### src/rtl/vend_txn_ctrl.sv
// vend_txn_ctrl: vending transaction controller that tracks credit, runs the dispense handshake,
// pays out change one quarter at a time and refunds an abandoned transaction after a timeout.
module vend_txn_ctrl #(
  parameter int CW         = 11,
  parameter int PRICE_A    = 100,
  parameter int PRICE_B    = 150,
  parameter int PRICE_C    = 200,
  parameter int MAX_CREDIT = 500,
  parameter int TIMEOUT    = 1000,
  parameter int CHANGE_GAP = 4
) (
  input  logic          clk,
  input  logic          rst_n,
  input  logic          coin_q,
  input  logic          coin_d,
  input  logic          btn_buy,
  input  logic          btn_cancel,
  input  logic [2:0]    sel,
  input  logic          disp_ack,
  output logic [CW-1:0] credit,
  output logic          disp_req,
  output logic [1:0]    disp_item,
  output logic          change_pulse,
  output logic          coin_reject,
  output logic          short_flag
);
  localparam int TW = $clog2(TIMEOUT);
  localparam int GW = $clog2(CHANGE_GAP);
  typedef enum logic [1:0] {IDLE, CREDIT, DISPENSE, CHANGE} state_t;
  state_t        state_q, state_d;
  logic [CW-1:0] credit_q, credit_d;
  logic          req_q, req_d;
  logic [1:0]    item_q, item_d;
  logic          chg_q, chg_d;
  logic          rej_q, rej_d;
  logic          short_q, short_d;
  logic [TW-1:0] tmr_q, tmr_d;
  logic [GW-1:0] gap_q, gap_d;
  logic          coin_any, coin_ok, sel_ok;
  logic [CW:0]   coin_val, sum;
  logic [CW-1:0] price;
  logic [1:0]    item;
  always_comb begin
    coin_any = coin_q | coin_d;
    coin_val = coin_d ? (CW+1)'(100) : (CW+1)'(25);
    sum      = {1'b0, credit_q} + coin_val;
    // a cancel in CREDIT takes precedence, so any coin alongside it is bounced
    coin_ok  = coin_any && (state_q == IDLE || (state_q == CREDIT && !btn_cancel)) &&
               sum <= (CW+1)'(MAX_CREDIT);
    sel_ok   = sel == 3'b001 || sel == 3'b010 || sel == 3'b100;
    price    = sel[0] ? CW'(PRICE_A) : sel[1] ? CW'(PRICE_B) : CW'(PRICE_C);
    item     = sel[0] ? 2'd0 : sel[1] ? 2'd1 : 2'd2;
    state_d  = state_q;
    credit_d = credit_q;
    req_d    = req_q;
    item_d   = item_q;
    chg_d    = 1'b0;
    rej_d    = coin_any && (!coin_ok || (coin_q && coin_d));
    short_d  = 1'b0;
    tmr_d    = '0;
    gap_d    = '0;
    case (state_q)
      IDLE: begin
        if (coin_any) begin
          if (coin_ok) begin
            credit_d = sum[CW-1:0];
            state_d  = CREDIT;
          end
        end else if (btn_buy) short_d = 1'b1;
      end
      CREDIT: begin
        if (btn_cancel) state_d = CHANGE;
        else if (coin_any) begin
          if (coin_ok) credit_d = sum[CW-1:0];
        end else if (btn_buy) begin
          if (sel_ok && credit_q >= price) begin
            credit_d = credit_q - price;
            item_d   = item;
            req_d    = 1'b1;
            state_d  = DISPENSE;
          end else short_d = 1'b1;
        end else if (tmr_q == TW'(TIMEOUT - 1)) state_d = CHANGE;
        else tmr_d = tmr_q + TW'(1);
      end
      DISPENSE: begin
        if (disp_ack) begin
          req_d   = 1'b0;
          state_d = credit_q != '0 ? CHANGE : IDLE;
        end
      end
      CHANGE: begin
        if (gap_q == '0) begin
          chg_d    = 1'b1;
          credit_d = credit_q - CW'(25);
          gap_d    = GW'(CHANGE_GAP - 1);
          state_d  = credit_q == CW'(25) ? IDLE : CHANGE;
        end else gap_d = gap_q - GW'(1);
      end
    endcase
  end
  always_ff @(posedge clk or negedge rst_n) begin
    if (!rst_n) begin
      state_q  <= IDLE;
      credit_q <= '0;
      req_q    <= 1'b0;
      item_q   <= 2'd0;
      chg_q    <= 1'b0;
      rej_q    <= 1'b0;
      short_q  <= 1'b0;
      tmr_q    <= '0;
      gap_q    <= '0;
    end else begin
      state_q  <= state_d;
      credit_q <= credit_d;
      req_q    <= req_d;
      item_q   <= item_d;
      chg_q    <= chg_d;
      rej_q    <= rej_d;
      short_q  <= short_d;
      tmr_q    <= tmr_d;
      gap_q    <= gap_d;
    end
  end
  assign credit       = credit_q;
  assign disp_req     = req_q;
  assign disp_item    = item_q;
  assign change_pulse = chg_q;
  assign coin_reject  = rej_q;
  assign short_flag   = short_q;
endmodule
### config.mk
export PLATFORM = sky130hd
export DESIGN_NAME = vend_txn_ctrl
export DESIGN_NICKNAME = d
export VERILOG_FILES = /design/src/rtl/vend_txn_ctrl.sv
export SDC_FILE = /design/constraint.sdc
export NUM_CORES = 1
export LEC_CHECK = 0
export ABC_AREA = 1
export BUFFER_PORTS_ARGS = -buffer_cell sky130_fd_sc_hd__buf_2
export CORE_MARGIN = 1.5
export CORE_UTILIZATION = 35
export DETAILED_ROUTE_END_ITERATION = 12
export GPL_TIMING_DRIVEN = 0
export PLACE_DENSITY = 0.54
export SKIP_LAST_GASP = 1
export SLEW_MARGIN = 40
export SYNTH_ARGS = -nofsm -noshare
export SYNTH_HDL_FRONTEND = slang
export SYNTH_SLANG_ARGS = --single-unit
### constraint.sdc
create_clock -name clk -period 3.2 [get_ports clk]
set_clock_uncertainty 0.15 [all_clocks]
set_input_delay 0.64 -clock clk [delete_from_list [all_inputs] [get_ports clk]]
set_output_delay 0.64 -clock clk [all_outputs]
set_load 0.01 [all_outputs]
==> metrics.csv <==
metric,value,unit
grt_use_total,18.6,%
final_nets,540,
path_clk_slew,0.07,ns
outcome,"complete, no violations",
fin_setup_tns,0,ns
synth_edf_count,0,
grt_max_degree,32,
cp-end-kind,flip-flop,
relSlewSlack,65.2,%
p_per_area,1020,nW/um2
synthCells,477,
syn_nets,507,
die_area,9410,um2
io_pins,27,
hpwlAfterDp,6700,um
path_delay_family,simple AND/OR/NAND/NOR gates,
reg2reg_from,credit[1]$_DFFE_PN0P_,
area_growth,13.1,%
grt_pass1_wl,14400,um
wl_per_cell,13.6,um
crit_fanout,10,
final_util,40.5,%
first_pass_iters,4,
p_leak,1.86,nW
synth-seq-area-share,25.1,%
fmax,344,MHz
diodes,0,
antenna_found_initial,0,
critical_path.cell_chain,inv_1 -> ha_1 -> inv_1 -> fa_1 -> nand2_1 -> inv_1 -> o21ai_1 -> nand2_1 -> a21oi_2 -> nand2_1 -> nand2_1 -> nand2_2 -> nand3_4 -> buf_6 -> nand2_1 -> inv_1 -> a21oi_2,
gr-total-overflow,0,
synthFlopType,dfrtp_1,
fin_area,3500,um2
hold_viol,0,
synth.distinct_cells,40,
row_count,34,
clock-root-buffer,clkbuf_8,
post-route-period-util,91.0,%
ys_warn_count,0,
routabilityCongestion,0.926,
dpl-instance-area,3360,um2
clock_latency,0.29,ns
io_buffers,26,
start_kind,flip-flop,
path_common_cell,nand2_1,
drc,0,
die_w,97.0,um
rsz0062_at_grt,no,
period_needed,2.91,ns
grt_pass1_vias,2961,
final_common_cell,nand2_1,
die_h,97.0,um
avgViaCountPerCell,4.93,
slew_violations,0,
maxCapViolCount,0,
slowest_delay,0.46,ns
r2r_setup_slack,0.29,ns
worst-path-buf-inv,5,
syn-cell-area,3090,um2
antenna_left,0,
crit_required,3.23,ns
cts_sinks,31,
routed_wl,8430,um
vdd_drop_max,0.487,mV
tightest_slew,0.517,ns
cts_buffer_depth,2,
path_class,reg -> reg,
hp-class,in -> async,
reg2reg_depth,17,
drt_first_iter_violations,159,
r2r-end,credit[8]$_DFFE_PN0P_,
async_flop_share,100,%
cts_tree,yes,
cts_buffers,5,
core,8640,um2
drive_gt1_share,16.6,%
cts_hold_buf,0,
htree_levels,2,
crit_arrival,2.94,ns
path_depth,17,
vias,3052,
crit_slowest_cell,dfrtp_1,
ys_ff_latch,31,
mostFrequentLayoutCells,"nand2_1 (122), inv_1 (76), nor2_1 (52), nand3_1 (38), dfrtp_1 (31)",
start_util,35.8,%
syn_avg_cell_area,6.48,um2
finalSetupViolCount,0,
## kinds of logic (layout without fill, tap and decap cells)
logic type	count (synthesis)	count (layout)	synth area share, %
xor gates and xnor gates	9	9	2.55
buffers and inverters	91	125	12.0
AOI/OAI and AO/OA	62	62	12.0
adders and majority gates	20	20	8.33
and+or+nand+nor	264	264	40.0
DFF	31	31	25.1
## metrics by stage
stage                     power (W)  cells  setup WS (ns)  hold slack, ns
final                       0.00358    619          0.289           0.140
after detailed placement    0.00315    611         -0.347           0.293
after floorplan             0.00255    477          0.394           0.194
after CTS                   0.00358    619         0.0395           0.289
after global routing        0.00398    619         0.0159           0.156
after global placement      0.00312    611         -0.335           0.285
## worst register-to-register path: stages, from the launching register on
cell     delay [ns]
dfrtp_1        0.46
inv_1          0.18
ha_1           0.19
inv_1          0.05
fa_1           0.42
nand2_1        0.08
inv_1          0.05
o21ai_1        0.16
nand2_1        0.11
a21oi_2        0.20
nand2_1        0.09
nand2_1        0.12
nand2_2        0.10
nand3_4        0.13
buf_6          0.16
nand2_1        0.05
inv_1          0.06
a21oi_2        0.03
## Yosys cell counts (3+ instances only)
library cell | instances | area, um2
nand2_2 | 14 | 87.6
dfrtp_1 | 31 | 776
nand4_1 | 11 | 68.8
ha_1 | 19 | 238
nand3_2 | 4 | 40.0
a21oi_2 | 7 | 61.3
xor2_1 | 8 | 70.1
nand2_1 | 122 | 458
nor3_1 | 9 | 45.0
inv_2 | 6 | 22.5
nand3_1 | 38 | 190
nor2_1 | 53 | 199
buf_6 | 3 | 33.8
a31oi_1 | 3 | 18.8
o21ai_1 | 4 | 20.0
a21oi_1 | 17 | 85.1
o21ai_0 | 18 | 90.1
buf_2 | 3 | 15.0
o22ai_1 | 6 | 37.5
inv_1 | 77 | 289
## state kept, by name (all words and copies together) (netlist names)
register / cells
disp_item: 2
disp_req: 1
change_pulse: 1
state_q: 2
gap_q: 2
short_flag: 1
credit: 11
coin_reject: 1
tmr_q: 10
## worst max path at each step
| stage | end | from |
|---|---|---|
| 3_3_place_gp | credit[2]$_DFFE_PN0P_ | sel[0] |
| 4_1_cts | credit[1]$_DFFE_PN0P_ | sel[0] |
| 2_1_floorplan | credit[1]$_DFFE_PN0P_ | sel[1] |
| 5_1_grt | credit[5]$_DFFE_PN0P_ | credit[1]$_DFFE_PN0P_ |
| 3_5_place_dp | credit[1]$_DFFE_PN0P_ | sel[0] |
| 6_report | credit[8]$_DFFE_PN0P_ | credit[1]$_DFFE_PN0P_ |
## final cells by class
class / count / area [um2]
fill: 906 / 5140
multi-input combinational: 355 / 1960
sequential: 31 / 776
inverter: 84 / 315
tap: 108 / 135
timing repair buffer: 26 / 133
clock buffer: 6 / 82.6
buffer: 7 / 56.3
clock inverter: 2 / 35.0
## routing by layer
metal / wire length, um / track usage, %
met1: 4230 / 25.6
met2: 3840 / 30.0
met3: 228 / 3.03
met4: 136 / 5.13
met5: 0 / 0
## repair_timing
item,CTS,global route
setup buffers,0,0
resized for setup,1,4
endpoints found under the setup margin,3,10
## report_power, final
| part | internal (W) | leakage, nW | switching (W) |
|---|---|---|---|
| clock network | 0.000252 | 0.0612 | 0.000160 |
| logic | 0.000887 | 1.40 | 0.00163 |
| registers | 0.000508 | 0.397 | 0.000150 |
No activity file was read; power rests on OpenSTA's default activity.
